===== src/rtl/ifq_pkg.sv =====
// Shared types and constants for the instruction prefetch queue.
// The FSM encoding and the entry layout used by ifetch_queue and ifq_fifo.
package ifq_pkg;

  typedef enum logic [1:0] {
    IDLE    = 2'd0,
    FETCH   = 2'd1,
    DISCARD = 2'd2
  } ifq_state_t;

  localparam int INST_W = 32;
  localparam logic [INST_W-1:0] PC_STEP = 32'd4;

  // One queue entry is {pc, inst}.
  localparam int ENTRY_W = 2 * INST_W;

endpackage


===== src/rtl/ifq_fifo.sv =====
// Synchronous FIFO holding {pc, inst} entries; the head slot drives the output directly.
// flush empties the queue in one cycle and takes priority over push and pop.
module ifq_fifo #(
  parameter int DEPTH = 4,
  parameter int WIDTH = 64
) (
  input  logic                     clk,
  input  logic                     rst,
  input  logic                     push,
  input  logic                     pop,
  input  logic                     flush,
  input  logic [WIDTH-1:0]         wdata,
  output logic [WIDTH-1:0]         rdata,
  output logic [$clog2(DEPTH):0]   count
);

  localparam int AW = $clog2(DEPTH);
  localparam logic [AW:0] FULL = (AW + 1)'(DEPTH);

  logic [WIDTH-1:0] mem [DEPTH];
  logic [AW-1:0]    wr_ptr;
  logic [AW-1:0]    rd_ptr;
  logic             do_push;
  logic             do_pop;

  assign do_pop  = pop && (count != '0);
  // A push into a full queue is only accepted when the head leaves in the same cycle.
  assign do_push = push && ((count != FULL) || do_pop);
  assign rdata   = mem[rd_ptr];

  always_ff @(posedge clk) begin
    if (rst) begin
      wr_ptr <= '0;
      rd_ptr <= '0;
      count  <= '0;
      for (int i = 0; i < DEPTH; i++) begin
        mem[i] <= '0;
      end
    end else if (flush) begin
      wr_ptr <= '0;
      rd_ptr <= '0;
      count  <= '0;
    end else begin
      if (do_push) begin
        mem[wr_ptr] <= wdata;
        wr_ptr      <= wr_ptr + AW'(1);
      end
      if (do_pop) begin
        rd_ptr <= rd_ptr + AW'(1);
      end
      count <= count + (AW + 1)'(do_push) - (AW + 1)'(do_pop);
    end
  end

endmodule


===== src/rtl/ifetch_queue.sv =====
// Instruction prefetch stage: sequential word fetches over req/ack into a small queue,
// head presented to the core with valid/ready, redirect flushes and restarts fetch.
//
// Handshakes: mem_req/mem_addr are held until the one-cycle mem_ack pulse; the core
// side transfers an entry on any cycle with inst_valid && inst_ready.
module ifetch_queue
  import ifq_pkg::*;
#(
  parameter int          DEPTH    = 4,
  parameter logic [31:0] RESET_PC = 32'h0000_0000
) (
  input  logic        clk,
  input  logic        rst,
  output logic        mem_req,
  output logic [31:0] mem_addr,
  input  logic        mem_ack,
  input  logic [31:0] mem_rdata,
  input  logic        redirect,
  input  logic [31:0] redirect_addr,
  output logic        inst_valid,
  output logic [31:0] inst_out,
  output logic [31:0] inst_pc,
  input  logic        inst_ready
);

  localparam int CW = $clog2(DEPTH) + 1;
  localparam logic [CW-1:0] FULL = CW'(DEPTH);

  ifq_state_t          state;
  ifq_state_t          state_next;
  logic [INST_W-1:0]   fetch_pc;
  logic [INST_W-1:0]   fetch_pc_next;
  logic [INST_W-1:0]   addr_next;
  logic [INST_W-1:0]   target;
  logic [CW-1:0]       count;
  logic [CW-1:0]       count_next;
  logic [ENTRY_W-1:0]  head;
  logic                push;
  logic                pop;

  assign target     = redirect_addr & 32'hFFFF_FFFC;
  // A redirect kills both the returning word and the core's accept in that cycle.
  assign push       = (state == FETCH) && mem_ack && !redirect;
  assign pop        = inst_valid && inst_ready && !redirect;
  assign count_next = count + CW'(push) - CW'(pop);
  assign inst_valid = (count != '0);
  assign {inst_pc, inst_out} = head;

  ifq_fifo #(
    .DEPTH (DEPTH),
    .WIDTH (ENTRY_W)
  ) u_fifo (
    .clk   (clk),
    .rst   (rst),
    .push  (push),
    .pop   (pop),
    .flush (redirect),
    .wdata ({fetch_pc, mem_rdata}),
    .rdata (head),
    .count (count)
  );

  always_comb begin
    state_next    = state;
    fetch_pc_next = fetch_pc;
    addr_next     = mem_addr;
    if (push) begin
      fetch_pc_next = fetch_pc + PC_STEP;
    end
    if (redirect) begin
      fetch_pc_next = target;
    end
    case (state)
      IDLE: begin
        if (redirect) begin
          state_next = FETCH;
          addr_next  = target;
        end else if (count < FULL) begin
          state_next = FETCH;
          addr_next  = fetch_pc;
        end
      end
      FETCH: begin
        if (redirect) begin
          // Without an ack the old request is still in flight and must be drained.
          if (mem_ack) begin
            state_next = FETCH;
            addr_next  = target;
          end else begin
            state_next = DISCARD;
          end
        end else if (mem_ack) begin
          addr_next  = fetch_pc + PC_STEP;
          state_next = (count_next < FULL) ? FETCH : IDLE;
        end
      end
      DISCARD: begin
        if (mem_ack) begin
          state_next = FETCH;
          addr_next  = redirect ? target : fetch_pc;
        end
      end
      default: state_next = IDLE;
    endcase
  end

  always_ff @(posedge clk) begin
    if (rst) begin
      state    <= IDLE;
      fetch_pc <= RESET_PC;
      mem_req  <= 1'b0;
      mem_addr <= RESET_PC;
    end else begin
      state    <= state_next;
      fetch_pc <= fetch_pc_next;
      mem_req  <= (state_next != IDLE);
      mem_addr <= addr_next;
    end
  end

  ack_in_idle_a : assert property (@(posedge clk) disable iff (rst)
    !((state == IDLE) && mem_ack));

endmodule


===== config.mk =====
export PLATFORM = sky130hd
export DESIGN_NAME = ifetch_queue
export DESIGN_NICKNAME = d
export VERILOG_FILES = /design/src/rtl/ifq_pkg.sv /design/src/rtl/ifq_fifo.sv /design/src/rtl/ifetch_queue.sv
export SDC_FILE = /design/constraint.sdc
export NUM_CORES = 1
export LEC_CHECK = 0
export BUFFER_PORTS_ARGS = -buffer_cell sky130_fd_sc_hd__buf_2
export CORE_ASPECT_RATIO = 0.75
export CORE_MARGIN = 2
export CORE_UTILIZATION = 40
export CTS_CLUSTER_DIAMETER = 80
export DETAILED_ROUTE_END_ITERATION = 16
export SYNTH_ARGS = -nofsm -noshare
export SYNTH_HDL_FRONTEND = slang
export SYNTH_HIERARCHICAL = 1
export SYNTH_SLANG_ARGS = --single-unit

===== constraint.sdc =====
create_clock -name clk -period 9.05 [get_ports clk]
set_input_delay 0.905 -clock clk [delete_from_list [all_inputs] [get_ports clk]]
set_output_delay 0.905 -clock clk [all_outputs]
set_load 0.01 [all_outputs]

==> flow_metrics.env, run 1 <==
export IMPL_end_kind="flop"
export IMPL_syn_area_um2=15500
export IMPL_cts_resized_gates=0
export IMPL_io_buffers=162
export IMPL_grt_pass1_wl_um=60900
export IMPL_final_common_cell="edfxtp_1"
export IMPL_postCtsHoldBufs=0
export IMPL_area_delta_synth_final_pct=14.7
export IMPL_clock_path_buffers=3
export IMPL_critPathBufInv=3
export IMPL_period_share_pct=45.9
export IMPL_dp_cells=1776
export IMPL_worstPathCellList="nand3b_1 -> nor2_1 -> inv_1 -> nor2_4 -> buf_4 -> a31o_4 -> buf_4"
export IMPL_ys_ff_latch=328
export IMPL_finalPower_mw=3.41
export IMPL_crit_top_cell="buf_4"
export IMPL_dieArea_um2=40300
export IMPL_synthFlopType="edfxtp_1"
export IMPL_critical_path_class="flop to flop"
export IMPL_detail_route_wl_per_cell_um=21.6
export IMPL_cts_buffers_inserted=36
export IMPL_drt_total_wl_um=39700
export IMPL_fin_skew_ns=0.0171
export IMPL_synth_edf_count=256
export IMPL_slew_headroom_pct=14.7
export IMPL_drc=0
export IMPL_viasPerCell=5.36
export IMPL_crit_family="buffers and inverters"
export IMPL_postSynthCellCount=1170
export IMPL_reg2reg_from="state[0]$_SDFF_PP0_"
export IMPL_layout_cells_non_filler=1841
export IMPL_period_needed_ns=4.15
export IMPL_gr_usage_all_layers_pct=19.9
export IMPL_root_buffer="clkbuf_16"
export IMPL_dr_wl_met3_um=1810
export IMPL_finalInstanceArea_um2=17700
export IMPL_synth_seq_area_share_pct=59.0
export IMPL_cp_startpoint="state[0]$_SDFF_PP0_"
export IMPL_boundaryPins=167
export IMPL_leakage_nw=6.70
export IMPL_avgSynthCellArea_um2=13.2
export IMPL_grt_ovfl_total=0
export IMPL_vias=9868
export IMPL_setup_tns_ns=0
export IMPL_postCtsSetupBuffers=0
export IMPL_rsz0062_at_grt="false"
export IMPL_gp_congestion=0.772
export IMPL_async_flop_share_pct=0
export IMPL_synth_cell_types=75
export IMPL_coreArea_um2=38200
export IMPL_antenna_found_initial=2
export IMPL_drt_iter0_markers=532
export IMPL_run_status="complete, no violations"
export IMPL_ant_nets=0
export IMPL_h_tree_depth=2
export IMPL_worstHoldStart="mem_addr[7]$_SDFFE_PP0P_"
export IMPL_num_rows=62
export IMPL_fmax_mhz=241
export IMPL_slowest_delay_ns=0.67
export IMPL_ir_worst_vdd_mv=0.108
export IMPL_clk_pin_slew_ns=0.06
export IMPL_maxCapViolCount=0
export IMPL_tritoncts="built"
export IMPL_cp_slowest_cell="buf_4"
export IMPL_dr_wl_met2_um=18300
export IMPL_setup_violations=0
export IMPL_hold_class="flop to flop"
export IMPL_routed_top_layer="met4"
export IMPL_placed_area_um2=16600
export IMPL_powerDensity_nw_per_um2=192
export IMPL_wirelength_met1_um=18700
export IMPL_clk_latency_ns=0.53
export IMPL_tightest_slew_ns=1.27
export IMPL_final_layout_size_suffix_gt1_share_pct=24.6
export IMPL_yosys_warnings=6
export IMPL_n_fill_cell=3451
export IMPL_final_cell_mix="edfxtp_1 (256), and2_1 (193), buf_2 (162)"
export IMPL_grt_max_degree=67
export IMPL_hold_violations=0
export IMPL_initial_core_util_pct=40.5
export IMPL_die_y_um=174
export IMPL_cp_start_kind="flop"
export IMPL_crit_required_ns=9.19
export IMPL_arrival_ns=4.30
export IMPL_fp_dieW_um=231
export IMPL_drt_first_pass_iters=7
export IMPL_grt_pass1_vias=9945
export IMPL_clock_sinks=328
export IMPL_slew_violations=0
export IMPL_dp_hpwl_um=23600
export IMPL_path_max_fanout=66
export IMPL_final_nets=1377
-- metrics by stage --
step           utilization [%]  hold WS, ns  setup slack (ns)
5_1_grt                   46.4        0.469              4.66
3_3_place_gp              43.4        0.436              4.51
3_5_place_dp              43.4        0.430              4.47
6_report                  46.4        0.449              4.90
2_1_floorplan                -        0.467              4.83
4_1_cts                   46.4        0.445              4.92
-- path summary, 6_finish.rpt --
| kind | end | slack (ns) | depth (start not counted) |
|---|---|---|---|
| worst min-delay path | mem_addr[7]$_SDFFE_PP0P_ | 0.45 | 2 |
| worst min register to register | mem_addr[7]$_SDFFE_PP0P_ | 0.45 | 2 |
| worst max-delay path | u_fifo/mem[0][10]$_SDFFCE_PN0P_ | 4.90 | 7 |
| worst max register to register | u_fifo/mem[0][10]$_SDFFCE_PN0P_ | 4.90 | 7 |
-- Yosys cell counts (14+ instances only) --
cell	number	share of area (%)
o21ai_0	20	0.65
xnor2_1	33	1.9
a21oi_1	32	1.0
and2_1	193	7.8
nand3_1	16	0.52
clkbuf_1	42	1.0
inv_1	15	0.36
xor2_1	14	0.79
clkbuf_2	14	0.45
a211oi_1	25	1.2
nand2_1	48	1.2
nor3_1	19	0.61
dfxtp_1	72	9.3
nor2_1	62	1.5
mux4_2	64	9.3
and3_1	69	2.8
edfxtp_1	256	50
-- power breakdown --
| group | leakage, nW | switching [mW] | internal [mW] |
|---|---|---|---|
| logic | 2.89 | 0.146 | 0.0837 |
| clock network | 0.561 | 0.586 | 0.867 |
| registers | 3.25 | 0.0468 | 1.69 |
| total | 6.70 | 0.778 | 2.64 |
-- registers in the layout, summed over array words and instances, names as in the netlist, named ones only --
name	count
u_fifo/mem	256
mem_req	1
u_fifo/wr_ptr	2
mem_addr	30
u_fifo/rd_ptr	2
u_fifo/count	3
fetch_pc	30
state	2
-- cells by family (layout without fill, tap and decap cells) --
group / count (synthesis) / after routing / synth area share (%)
AND/OR/NAND/NOR: 482 / 482 / 18.7
buffers and inverters: 110 / 258 / 3.87
AO/OA/AOI/OAI: 130 / 130 / 5.79
adder cells (fa/ha/maj): 6 / 6 / 0.534
XOR/XNOR: 47 / 47 / 2.66
other: 1 / 12 / 0.0242
multiplexers: 66 / 66 / 9.45
flip-flops: 328 / 328 / 59.0
-- worst min-delay path, delay by kind of cell (launching register included) --
family | cells | cell delay (ns)
flip-flops | 1 | 0.31
AND/OR/NAND/NOR | 2 | 0.09
-- final cells by class --
cell class	instances	area, µm²	area share, %
Antenna cell	2	5.00	0.0282
Clock buffer	48	967	5.45
Clock inverter	15	181	1.02
Inverter	16	60.1	0.338
Multi-Input combinational cell	741	5820	32.8
Sequential cell	328	9130	51.5
Tap cell	512	641	3.61
Timing Repair Buffer	179	938	5.29
-- metal layers --
| layer | up-vias | track usage [%] |
|---|---|---|
| met1 | 4948 | 28.6 |
| met5 | - | 0 |
| met3 | 48 | 2.81 |
| met2 | 272 | 31.5 |
| met4 | 0 | 5.51 |
| li1 | 4600 | - |
(Power assumes the default switching activity.)
==> run 2, diff against run 1 <==
clock period = 3.55 ns   (was 9.05 ns; I/O delays follow)
==> run 2 against run 1 <==
Worst setup slack got worse by 4.5 ns; sequential cell count unchanged; largest cell class unchanged; highest routed layer unchanged; final cell count increased by 0.54%.
==> flow_metrics.env, run 2 (synthesis gave the netlist of run 1 again) <==
export IMPL_drt_first_pass_iters=7
export IMPL_rsz0062_at_grt="false"
export IMPL_arrival_ns=3.49
export IMPL_final_cell_mix="edfxtp_1 (256), and2_1 (193), buf_2 (162)"
export IMPL_initial_core_util_pct=40.5
export IMPL_postCtsSetupBuffers=0
export IMPL_crit_required_ns=3.92
export IMPL_period_needed_ns=3.13
export IMPL_holdPathEnd="fetch_pc[18]$_SDFFE_PP0P_"
export IMPL_final_nets=1390
export IMPL_num_rows=62
export IMPL_powerDensity_nw_per_um2=490
export IMPL_drc=0
export IMPL_root_buffer="clkbuf_16"
export IMPL_gp_congestion=0.796
export IMPL_slew_violations=0
export IMPL_timing_hold_ws_ns=0.103
export IMPL_final_common_cell="edfxtp_1"
export IMPL_dp_hpwl_um=24500
export IMPL_final_layout_size_suffix_gt1_share_pct=25.3
export IMPL_boundaryPins=167
export IMPL_clk_pin_slew_ns=0.07
export IMPL_grt_max_degree=67
export IMPL_fmax_mhz=320
export IMPL_reg2reg_to="u_fifo/mem[0][25]$_SDFFCE_PN0P_"
export IMPL_worstHoldStart="redirect_addr[18]"
export IMPL_fin_skew_ns=0.0299
export IMPL_h_tree_depth=2
export IMPL_setup_tns_ns=0
export IMPL_fp_dieW_um=231
export IMPL_dieArea_um2=40300
export IMPL_leakage_nw=6.80
export IMPL_regMostFlops="u_fifo/mem"
export IMPL_switching_power_mw=1.97
export IMPL_ir_worst_vdd_mv=0.260
export IMPL_period_share_pct=88.1
export IMPL_antenna_found_initial=0
export IMPL_coreArea_um2=38200
export IMPL_antennaDiodeCount=0
export IMPL_die_y_um=174
export IMPL_setup_violations=0
export IMPL_ant_nets=0
export IMPL_critical_path_class="flop to flop"
export IMPL_top_regs="u_fifo/mem: 256 flops, fetch_pc: 30 flops, mem_addr: 30 flops"
export IMPL_clock_sinks=328
export IMPL_p_comb_share_pct=6.9
export IMPL_drt_total_wl_um=39800
export IMPL_viasPerCell=5.35
export IMPL_power_frac_seq_pct=50.1
export IMPL_clk_latency_ns=0.53
export IMPL_p_sw_share_pct=22.4
export IMPL_detail_route_wl_per_cell_um=21.5
export IMPL_largest_reg_flops=256
export IMPL_tightest_slew_ns=1.01
export IMPL_gr_usage_all_layers_pct=19.9
export IMPL_path_max_fanout=46
export IMPL_min_delay_path_depth=3
export IMPL_hold_class="primary input to flop"
export IMPL_maxCapViolCount=0
export IMPL_cts_buffers_inserted=35
export IMPL_grt_pass1_wl_um=61000
export IMPL_cp_start_kind="flop"
export IMPL_grt_pass1_vias=10000
export IMPL_cts_resized_gates=0
export IMPL_pwr_share_clk_pct=43.0
export IMPL_reg2reg_depth=7
export IMPL_io_buffers=162
export IMPL_run_status="complete, no violations"
export IMPL_end_kind="flop"
export IMPL_hold_violations=0
export IMPL_reg2reg_slack_ns=0.42
export IMPL_clock_path_buffers=3
export IMPL_tritoncts="built"
export IMPL_internal_power_mw=6.83
export IMPL_area_delta_synth_final_pct=16.0
export IMPL_drt_iter0_markers=698
export IMPL_reg2reg_from="u_fifo/count[1]$_SDFF_PP0_"
export IMPL_vias=9900
export IMPL_slew_headroom_pct=32.3
export IMPL_postCtsHoldBufs=0
export IMPL_grt_ovfl_total=0
==> run 2: cell count changes in the layout (fill, tap and decap cells not counted) <==
cell and change:
clkinvlp_4 +1, clkinv_1 +2, dfxtp_2 -1, clkbuf_1 -2, diode_2 -2, bufinv_16 +1
buf_4 +8, inv_6 -2, clkinv_2 -4, dfxtp_4 +1, buf_12 +6, clkbuf_8 +2
==> run 2: worst max-delay path: stages (launching register included) <==
cell and delay, ns:
dfxtp_1 0.56, or3_1 0.20, and3_1 0.28, nor4b_4 0.09, buf_4 0.19, nor4_4 0.83
buf_4 0.59, and2_1 0.21
==> run 2: cell type report <==
| class | instances | area [µm²] |
|---|---|---|
| fillers | 3390 | 20300 |
| clock inverters | 13 | 189 |
| clock buffers | 48 | 987 |
| multi-input cells | 741 | 5820 |
| inverters | 16 | 60.1 |
| repair buffers | 193 | 1120 |
| well taps | 512 | 641 |
| flip-flops and latches | 328 | 9140 |
==> run 2: worst max-delay path by stage <==
stage / startpoint / end / slack (ns)
2_1_floorplan: redirect / u_fifo/count[2]$_SDFF_PP0_ / 0.07
3_3_place_gp: u_fifo/count[1]$_SDFF_PP0_ / u_fifo/mem[0][46]$_SDFFCE_PN0P_ / 0.44
3_5_place_dp: u_fifo/count[1]$_SDFF_PP0_ / u_fifo/mem[0][47]$_SDFFCE_PN0P_ / 0.44
4_1_cts: u_fifo/count[1]$_SDFF_PP0_ / u_fifo/mem[0][41]$_SDFFCE_PN0P_ / 0.42
5_1_grt: u_fifo/count[1]$_SDFF_PP0_ / u_fifo/mem[0][35]$_SDFFCE_PN0P_ / 0.21
6_report: u_fifo/count[1]$_SDFF_PP0_ / u_fifo/mem[0][25]$_SDFFCE_PN0P_ / 0.42
==> run 2: per-stage QoR <==
step / area [µm²] / cells / total power [mW] / utilization [%] / setup slack [ns]
6_report: 18000 / 1851 / 8.80 / 46.9 / 0.423
3_5_place_dp: 16800 / 1790 / 5.10 / 43.9 / 0.440
4_1_cts: 18000 / 1851 / 8.89 / 46.9 / 0.422
2_1_floorplan: 15500 / 1179 / 4.81 / - / 0.0701
3_3_place_gp: 16800 / 1790 / 5.09 / 43.9 / 0.442
5_1_grt: 18000 / 1851 / 9.10 / 46.9 / 0.207
==> run 2: power by group through the flow <==
| stage | Clock [mW] | Combinational, mW | Sequential (mW) |
|---|---|---|---|
| 4_1_cts | 3.87 | 0.610 | 4.41 |
| 2_1_floorplan | 0 | 0.352 | 4.46 |
| 5_1_grt | 4.01 | 0.658 | 4.43 |
| 3_5_place_dp | 0 | 0.607 | 4.50 |
| 6_report | 3.79 | 0.604 | 4.41 |
| 3_3_place_gp | 0 | 0.600 | 4.49 |
==> run 2: layer usage <==
| layer | vias up | part of all wire (%) | track usage [%] |
|---|---|---|---|
| li1 | 4629 | - | - |
| met3 | 40 | 5.2 | 3.13 |
| met4 | 0 | 1.6 | 4.57 |
| met5 | - | 0 | 0 |
| met1 | 4966 | 46 | 27.8 |
| met2 | 265 | 47 | 32.6 |
==> run 3, diff against run 2 <==
SYNTH_HIERARCHICAL = not set   (was 1)
clock period = 2.95 ns   (was 3.55 ns; I/O delays follow)
==> run 3 against run 2 <==
Final area fell by 3.0%; global-route usage shrank 1.2 points; die area shrank 3.5%; clock power rose by 16%; combinational power grew 31%; largest cell class unchanged; largest power group unchanged; final cell count decreased by 3.8%; synthesized cell count down 4.1%; clock skew fell by 0.0097 ns; worst setup slack got worse by 0.036 ns; non-clock buffer count up 2; critical path depth shrank 4; highest routed layer unchanged; sequential power is 18% higher.
==> flow_metrics.env, run 3 <==
export IMPL_grt_ovfl_total=0
export IMPL_fin_skew_ns=0.0202
export IMPL_h_tree_depth=2
export IMPL_largest_reg_flops=248
export IMPL_rsz0062_at_grt="false"
export IMPL_ant_nets=0
export IMPL_grt_max_degree=125
export IMPL_initial_core_util_pct=40.4
export IMPL_num_rows=61
export IMPL_cts_buffers_inserted=34
export IMPL_ys_top_cells_by_area="edfxtp_1 (50%), dfxtp_1 (9.7%), mux4_2 (9.4%)"
export IMPL_p_sw_share_pct=23.3
export IMPL_synthFlopType="edfxtp_1"
export IMPL_path_max_fanout=20
export IMPL_fmax_mhz=390
export IMPL_vias=9268
export IMPL_ir_worst_vdd_mv=0.322
export IMPL_setup_violations=0
export IMPL_power_frac_seq_pct=50.1
export IMPL_top_regs="u_fifo.mem: 248 flops, fetch_pc: 30 flops, mem_addr: 30 flops"
export IMPL_grt_pass1_vias=9307
export IMPL_worst_slack_ns=0.387
export IMPL_drc=0
export IMPL_clock_sinks=320
export IMPL_viasPerCell=5.20
export IMPL_crit_required_ns=2.65
export IMPL_place_ws_ns=0.509
export IMPL_synth_cell_types=62
export IMPL_ys_top_cells_by_count="edfxtp_1 (248), and2_1 (189), dfxtp_1 (72)"
export IMPL_switching_power_mw=2.42
export IMPL_hold_class="primary input to flop"
export IMPL_syn_area_um2=14900
export IMPL_slew_violations=0
export IMPL_synth_edf_count=248
export IMPL_regMostFlops="u_fifo.mem"
export IMPL_synth_seq_area_share_pct=59.6
export IMPL_final_cell_mix="edfxtp_1 (248), and2_1 (189), buf_2 (160)"
export IMPL_hold_violations=0
export IMPL_root_buffer="clkbuf_16"
export IMPL_synth_area_leader_cell="edfxtp_1"
export IMPL_die_y_um=171
export IMPL_coreArea_um2=36900
export IMPL_critical_path_class="flop to primary output"
export IMPL_period_share_pct=86.9
export IMPL_tritoncts="built"
export IMPL_dieArea_um2=38900
export IMPL_gp_congestion=0.784
export IMPL_drt_total_wl_um=35900
export IMPL_fp_dieW_um=227
export IMPL_arrival_ns=2.27
export IMPL_drt_first_pass_iters=5
export IMPL_internal_power_mw=7.97
export IMPL_run_status="complete, no violations"
export IMPL_clk_latency_ns=0.53
export IMPL_slew_headroom_pct=20.5
export IMPL_yosysMostFrequentCell="edfxtp_1"
export IMPL_area_delta_synth_final_pct=16.6
export IMPL_end_kind="primary output"
export IMPL_period_needed_ns=2.56
export IMPL_antennaDiodeCount=0
export IMPL_avgSynthCellArea_um2=13.3
export IMPL_ys_ff_latch=320
export IMPL_clk_pin_slew_ns=0.07
export IMPL_detail_route_wl_per_cell_um=20.1
export IMPL_final_layout_size_suffix_gt1_share_pct=26.9
export IMPL_synth_top_cell_area_share_pct=49.9
export IMPL_io_buffers=160
export IMPL_setup_tns_ns=0
export IMPL_antenna_found_initial=0
export IMPL_async_flop_share_pct=0
export IMPL_yosys_warnings=0
export IMPL_postSynthCellCount=1122
export IMPL_powerDensity_nw_per_um2=597
export IMPL_cts_resized_gates=0
export IMPL_final_common_cell="edfxtp_1"
export IMPL_boundaryPins=167
export IMPL_pwr_share_clk_pct=42.3
export IMPL_grt_pass1_wl_um=55400
export IMPL_postCtsHoldBufs=0
export IMPL_cp_start_kind="flop"
export IMPL_tightest_slew_ns=1.19
export IMPL_clock_path_buffers=3
export IMPL_p_comb_share_pct=7.6
export IMPL_gr_usage_all_layers_pct=18.7
export IMPL_dp_hpwl_um=21500
export IMPL_finalPower_mw=10.4
export IMPL_drt_iter0_markers=670
export IMPL_maxCapViolCount=0
export IMPL_leakage_nw=6.78
export IMPL_final_nets=1326
export IMPL_postCtsSetupBuffers=0
-- run 3: cell types whose count changed in the layout (fill, tap and decap cells not counted), moves of 9 or more --
cell / previous run / this run
xnor2_1: 33 / 12
nor2_1: 61 / 36
nand2_1: 48 / 57
nor4_1: 12 / 3
xor2_1: 14 / 47
nand3_1: 16 / 26
-- run 3: per-layer routing --
| metal | global-route usage [%] | wire [µm] | part of all wire, % | up-vias |
|---|---|---|---|---|
| met1 | 27.5 | 17200 | 48 | 4606 |
| met2 | 29.2 | 16300 | 45 | 249 |
| met5 | 0 | 0 | 0 | - |
| met4 | 3.61 | 419 | 1.2 | 0 |
| li1 | - | - | - | 4374 |
| met3 | 3.31 | 1980 | 5.5 | 39 |
-- run 3: layout make-up --
cell class | count | area [µm²]
multi-input cells | 692 | 5570
repair buffers | 195 | 1150
inverters | 8 | 30.0
well taps | 504 | 631
fillers | 3332 | 19500
flip-flops and latches | 320 | 8890
clock buffers | 41 | 877
clock inverters | 21 | 260
-- run 3: cells by family after synthesis --
family | Yosys count | synth area share, %
and+or+nand+nor | 447 | 18.0
DFF | 320 | 59.6
AOI/OAI and AO/OA | 113 | 5.39
buffers and inverters | 113 | 3.56
muxes | 63 | 9.42
xor gates and xnor gates | 59 | 3.46
adders and majority gates | 6 | 0.553
other | 1 | 0.0251
-- run 3: worst paths after layout --
path / start / endpoint / slack [ns] / cells past startpoint
worst max-delay path: flop / inst_out[27] / 0.39 / 3
worst min-delay path: redirect_addr[18] / fetch_pc[18]$_SDFFE_PP0P_ / 0.05 / 2
worst max register to register: state[0]$_SDFF_PP0_ / u_fifo.mem[2][29]$_SDFFCE_PN0P_ / 0.56 / 4
worst min register to register: mem_addr[9]$_SDFFE_PP0P_ / mem_addr[9]$_SDFFE_PP0P_ / 0.45 / 2
-- run 3: critical path, stage by stage, from the launching register on --
cell     delay [ns]
dfxtp_4        0.63
buf_4          0.35
mux4_2         0.57
buf_2          0.17
-- run 3: through the flow --
step / cells / hold WS (ns) / util (%) / area, µm²
2_1_floorplan: 1125 / 0.374 / - / 14900
3_3_place_gp: 1719 / 0.439 / 44.0 / 16300
3_5_place_dp: 1719 / 0.445 / 44.0 / 16300
4_1_cts: 1781 / 0.0209 / 47.1 / 17400
5_1_grt: 1781 / 0.0466 / 47.1 / 17400
6_report: 1781 / 0.0480 / 47.1 / 17400
-- run 3: power by group through the flow --
stage | clock network (mW) | registers [mW] | logic [mW]
floorplan | 0 | 5.24 | 0.492
global placement | 0 | 5.29 | 0.790
detailed placement | 0 | 5.30 | 0.798
CTS | 4.49 | 5.20 | 0.801
global route | 4.68 | 5.23 | 0.863
finish | 4.39 | 5.20 | 0.789
